### config.mk
export PLATFORM = sky130hd
export DESIGN_NAME = led_arbiter
export DESIGN_NICKNAME = d
export VERILOG_FILES = /design/src/rtl/led_arb_pkg.sv /design/src/rtl/led_pwm.sv /design/src/rtl/led_arbiter.sv
export SDC_FILE = /design/constraint.sdc
export NUM_CORES = 1
export LEC_CHECK = 0
export CAP_MARGIN = 20
export CELL_PAD_IN_SITES_DETAIL_PLACEMENT = 0
export CELL_PAD_IN_SITES_GLOBAL_PLACEMENT = 1
export CORE_UTILIZATION = 41
export CTS_BUF_LIST = sky130_fd_sc_hd__clkbuf_4 sky130_fd_sc_hd__clkbuf_8
export CTS_CLUSTER_DIAMETER = 40
export CTS_CLUSTER_SIZE = 10
export DETAILED_ROUTE_END_ITERATION = 8
export GPL_TIMING_DRIVEN = 1
export PLACE_DENSITY_LB_ADDON = 0.1
export SLEW_MARGIN = 20
export SYNTH_ARGS = -nofsm -noshare
export SYNTH_HDL_FRONTEND = slang
export SYNTH_SLANG_ARGS = --single-unit
### constraint.sdc
create_clock -name clk -period 4.2 [get_ports clk]
set_input_delay 0.63 -clock clk [delete_from_list [all_inputs] [get_ports clk]]
set_output_delay 0.63 -clock clk [all_outputs]
set_load 0.02 [all_outputs]
### src/rtl/led_arb_pkg.sv
// Shared definitions for the LED pin arbiters: FSM states, LED count and
// the round-robin winner search.
package led_arb_pkg;

    localparam int LED_NUM = 3;
    localparam int MAX_REQ = 8;
    localparam int IDX_W   = 3;

    typedef enum logic [1:0] {
        IDLE   = 2'd0,
        ACTIVE = 2'd1,
        SWITCH = 2'd2
    } arb_state_e;

    // First set request searching upward from ptr+1, wrapping at n.
    // Returns ptr unchanged when no request is set.
    function automatic logic [IDX_W-1:0] rr_next(
        input logic [MAX_REQ-1:0] req,
        input logic [IDX_W-1:0]   ptr,
        input int                 n
    );
        logic [IDX_W-1:0] win;
        logic             found;
        int               k;
        win   = ptr;
        found = 1'b0;
        for (int i = 1; i <= MAX_REQ; i++) begin
            k = int'(ptr) + i;
            if (k >= n) k = k - n;
            if (i <= n && !found && req[k[IDX_W-1:0]]) begin
                win   = k[IDX_W-1:0];
                found = 1'b1;
            end
        end
        return win;
    endfunction

endpackage

### src/rtl/led_pwm.sv
// Free-running PWM counter and brightness compare for the three LEDs.
// Only instantiated when LED_ARB_PWM_EN is defined.
module led_pwm
    import led_arb_pkg::*;
#(
    parameter int PWM_W = 4
) (
    input  logic               clk,
    input  logic               rst,
    input  logic [LED_NUM-1:0] pattern_i,
    input  logic [PWM_W-1:0]   duty_i,
    output logic [LED_NUM-1:0] led_o
);

    logic [PWM_W-1:0] pwm_cnt;

    always_ff @(posedge clk or posedge rst) begin
        if (rst) pwm_cnt <= '0;
        else     pwm_cnt <= pwm_cnt + 1'b1;
    end

    // duty 0 never lights; full-scale duty is dark for one phase only
    assign led_o = (pwm_cnt < duty_i) ? pattern_i : '0;

endmodule

### src/rtl/led_arbiter.sv
// Round-robin time-sliced arbiter for the three user LED pins.
// Define LED_ARB_PWM_EN to enable per-requester PWM brightness via duty_i.
module led_arbiter
    import led_arb_pkg::*;
#(
    parameter int NUM_REQ     = 4,
    parameter int TICK_DIV    = 20800,
    parameter int SLICE_TICKS = 50,
    parameter int PWM_W       = 4
) (
    input  logic                     clk,
    input  logic                     rst,
    input  logic [NUM_REQ-1:0]       req_i,
    input  logic [3*NUM_REQ-1:0]     pattern_i,
    input  logic [PWM_W*NUM_REQ-1:0] duty_i,
    output logic [NUM_REQ-1:0]       grant_o,
    output logic [LED_NUM-1:0]       led_o,
    output logic                     busy_o
);

    localparam int PRE_W = $clog2(TICK_DIV);
    localparam int SL_W  = (SLICE_TICKS > 1) ? $clog2(SLICE_TICKS) : 1;

    arb_state_e         state;
    logic [IDX_W-1:0]   rr_ptr;
    logic [PRE_W-1:0]   presc;
    logic [SL_W-1:0]    slice;

    logic [MAX_REQ-1:0] req_ext;
    logic [IDX_W-1:0]   winner;
    logic [IDX_W-1:0]   sel_idx;
    logic               any_req;
    logic               cur_req;
    logic               tick;
    logic               slice_end;
    logic [LED_NUM-1:0] pat_sel;
    logic [LED_NUM-1:0] led_next;

    assign req_ext   = MAX_REQ'(req_i);
    assign any_req   = |req_i;
    assign winner    = rr_next(req_ext, rr_ptr, NUM_REQ);
    // rr_ptr doubles as the index of the current grant while ACTIVE
    assign cur_req   = req_ext[rr_ptr];
    assign tick      = (presc == PRE_W'(TICK_DIV - 1));
    assign slice_end = tick && (slice == SL_W'(SLICE_TICKS - 1));
    assign sel_idx   = (state == ACTIVE) ? rr_ptr : winner;

    always_comb begin
        pat_sel = '0;
        for (int k = 0; k < NUM_REQ; k++)
            if (sel_idx == IDX_W'(k)) pat_sel = pattern_i[3*k +: 3];
    end

`ifdef LED_ARB_PWM_EN
    logic [PWM_W-1:0] duty_sel;

    always_comb begin
        duty_sel = '0;
        for (int k = 0; k < NUM_REQ; k++)
            if (sel_idx == IDX_W'(k)) duty_sel = duty_i[PWM_W*k +: PWM_W];
    end

    led_pwm #(.PWM_W(PWM_W)) u_pwm (
        .clk       (clk),
        .rst       (rst),
        .pattern_i (pat_sel),
        .duty_i    (duty_sel),
        .led_o     (led_next)
    );
`else
    logic unused_duty;
    assign unused_duty = ^duty_i;
    assign led_next    = pat_sel;
`endif

    always_ff @(posedge clk or posedge rst) begin
        if (rst) begin
            state   <= IDLE;
            rr_ptr  <= IDX_W'(NUM_REQ - 1);
            presc   <= '0;
            slice   <= '0;
            grant_o <= '0;
            led_o   <= '0;
            busy_o  <= 1'b0;
        end else begin
            case (state)
                IDLE, SWITCH: begin
                    if (any_req) begin
                        state   <= ACTIVE;
                        rr_ptr  <= winner;
                        presc   <= '0;
                        slice   <= '0;
                        grant_o <= NUM_REQ'(1) << winner;
                        led_o   <= led_next;
                        busy_o  <= 1'b1;
                    end else begin
                        state   <= IDLE;
                        grant_o <= '0;
                        led_o   <= '0;
                        busy_o  <= 1'b0;
                    end
                end
                ACTIVE: begin
                    if (!cur_req || slice_end) begin
                        state   <= SWITCH;
                        grant_o <= '0;
                        led_o   <= '0;
                        busy_o  <= 1'b0;
                    end else begin
                        led_o <= led_next;
                        if (tick) begin
                            presc <= '0;
                            slice <= slice + 1'b1;
                        end else begin
                            presc <= presc + 1'b1;
                        end
                    end
                end
                default: begin
                    state   <= IDLE;
                    grant_o <= '0;
                    led_o   <= '0;
                    busy_o  <= 1'b0;
                end
            endcase
        end
    end

endmodule

==> run_results.csv <==
group,metric,value,unit
logic_synthesis,ys_types,53,
routing,drtPass1Iterations,4,
logic_synthesis,synthCells,235,
worst_setup_path,crit_required,4400,ps
grt,grtUsageTotal,19.5,%
grt,grt_max_degree,35,
logic_synthesis,synth_warnings,0,
placement,io_buffer_count,25,
power,p_int,1040,µW
die,row_count,26,
die,fp.dieH,74.8,µm
logic_synthesis,syn-num-nets,274,
logic_synthesis,async_flop_share,100,%
power,ir_worst_vdd,0.582,mV
sta,fin_hold_ws,489,ps
sta,min_period,3370,ps
worst_hold_path,hold_depth,1,
cells_and_area,stdcell_count,333,
sta,fin_crit_sh,80.3,%
power,combPwrFrac,56.7,%
routing,route.detailed.wl_per_inst,14.5,µm
die,start_util,42.5,%
power,pwr-share-clk,17.3,%
routing,viasPerCell,5.47,
clocking,cts_tree,"done",
cells_and_area,area_growth,20.2,%
sta,fmax,297,MHz
grt,grt_pass1_wl,8230,µm
clocking,cts-root-buf,"clkbuf_8",
clocking,cts_buffers,5,
routing,drtAntennaViolNets,0,
placement,dp_hpwl,3440,µm
die,core_area,0.00511,mm²
power,pwr-share-seq,25.9,%
logic_synthesis,avgSynthCellArea,9.24,µm²
routing,first_iter_violations,124,
logic_synthesis,synth.most_common_cell,"dfrtp_1",
power,switching_share,43.7,%
die,io_pins,42,
placement,globalplace.congestion,0.796,
clocking,clock-sinks,34,
sta,rsz0062_at_grt,"false",
sta,setup_viol,0,
routing,vias,1821,
logic_synthesis,synth_area_leaders,"dfrtp_1 (37%), nor2_1 (4.5%), xor2_1 (4.4%), o21ai_0 (4.1%), nand2_1 (3.3%)",
clocking,postCtsSetupBuffers,0,
grt,antenna_found_initial,0,
worst_setup_path,reg2regPathDepth,8,
sta,clock_skew,10.8,ps
routing,wirelength,4840,µm
logic_synthesis,synth_edf_count,0,
run_status,status,"completed",
logic_synthesis,synthTopCellsByCount,"dfrtp_1 (32), nor2_1 (26), nand2_1 (19)",
grt,grt_pass1_vias,1682,
worst_hold_path,hp-class,"flop to flop",
clocking,postCtsResizedCells,0,
clocking,cts_hold_buf,0,
logic_synthesis,synth_area,0.00217,mm²
clocking,clkTransAtPathRegs,70,ps
clocking,clk_path_buf_depth,2,
die,die_area,0.00559,mm²
power,total_power,1840,µW
logic_synthesis,synthFlopType,"dfrtp_1",
sta,final_max_slew_viol_count,0,
worst_setup_path,worstPathMaxFanout,18,
worst_setup_path,crit_arrival,3570,ps
worst_setup_path,crit_type,"flop to flop",
sta,worst_pin_slew,689,ps
logic_synthesis,synth_seq_cells,34,
power,power_density,707,mW/mm²
placement,place_inst,325,
cells_and_area,drive_above_1_share,8.75,%
sta,final_hold_viol_count,0,
clocking,cts_max_level,2,
routing,drt_drc_violations_left,0,
sta,totalNegativeSetupSlack,0,ps
cells_and_area,diodes,0,
worst_setup_path,critPathLaunchType,"flop",
power,p_switching,807,µW
logic_synthesis,synth_top_area_share,36.9,%
clocking,worstSkewPairLatency,290,ps
logic_synthesis,seq_area_frac_synth,39.3,%
logic_synthesis,yosysTopAreaCell,"dfrtp_1",
die,die_w,74.8,µm
flow_run,drv_cap,0,
grt,overflow,0,
worst_setup_path,endpoint_kind,"flop",
power,leakagePower,0.00116,µW
cells_and_area,nets,301,
sta,relSlewSlack,53.7,%
==> power by group through the flow <==
stage	Combinational [µW]	Clock, µW	Sequential [µW]
after detailed placement	1050	0	484
after CTS	1060	330	479
final	1050	319	479
after global routing	1180	337	492
after floorplan	822	0	479
after global placement	1050	0	484
==> logic make-up after synthesis <==
kind of cell,synth area share (%)
buf+inv,4.38
compound gates,21.1
xor+xnor,4.84
mux,5.30
fa+ha+maj,2.88
flops,39.3
simple gates,22.2
==> final timing paths <==
kind / slack (ps) / start / to
worst max register to register: 830 / rr_ptr[0] / led_o[0]
worst max-delay path: 830 / rr_ptr[0] / led_o[0]
worst min register to register: 490 / busy_o / busy_o
min in group asynchronous: 730 / rst / slice[3]
worst min-delay path: 490 / busy_o / busy_o
max in group asynchronous: 3130 / rst / rr_ptr[0]
==> worst max-delay path, stage by stage (launching register included) <==
cell      delay (ps)
dfstp_2          760
inv_1            160
ha_1             390
mux4_2           560
o21ai_0          270
a21oi_1          150
nor3_1           550
o22ai_1          220
a311oi_2         220
==> registers in the layout, indices dropped and copies added, names as in the netlist <==
register,cells
grant_o,4
busy_o,1
led_o,3
rr_ptr,3
slice,6
state,2
presc,15
==> stage by stage <==
step	cell area, µm²	utilization, %	setup WS, ps
global route	2610	51.1	377
detailed placement	2490	48.8	831
global placement	2490	48.8	845
floorplan	2170	-	1200
finish	2610	51.1	828
CTS	2610	51.1	819
==> area by class of cell <==
| cell class | instances | area [µm²] |
|---|---|---|
| fill | 491 | 2500 |
| multi-input combinational | 180 | 1220 |
| sequential | 34 | 853 |
| timing repair buffer | 29 | 280 |
| clock buffer | 7 | 90.1 |
| tap | 70 | 87.6 |
| inverter | 12 | 45.0 |
| clock inverter | 1 | 30.0 |
==> placed cells by master, fill, tap and decap left out, types with 6 or more instances in the layout <==
cell,synthesis,final
o21ai_0,18,18
dfrtp_1,32,32
nand3_1,13,13
nand2_1,19,19
a21oi_1,8,8
clkdlybuf4s50_1,0,25
xor2_1,11,11
clkbuf_8,0,6
inv_1,12,12
nor2_1,26,26
==> layer usage <==
layer	wire (µm)	vias to the layer above	global-route usage, %
met5	0	-	0
met4	65	0	6.92
met3	271	7	4.02
met2	2160	45	27.7
met1	2350	839	29.3
li1	-	930	-
(Power assumes the default switching activity.)
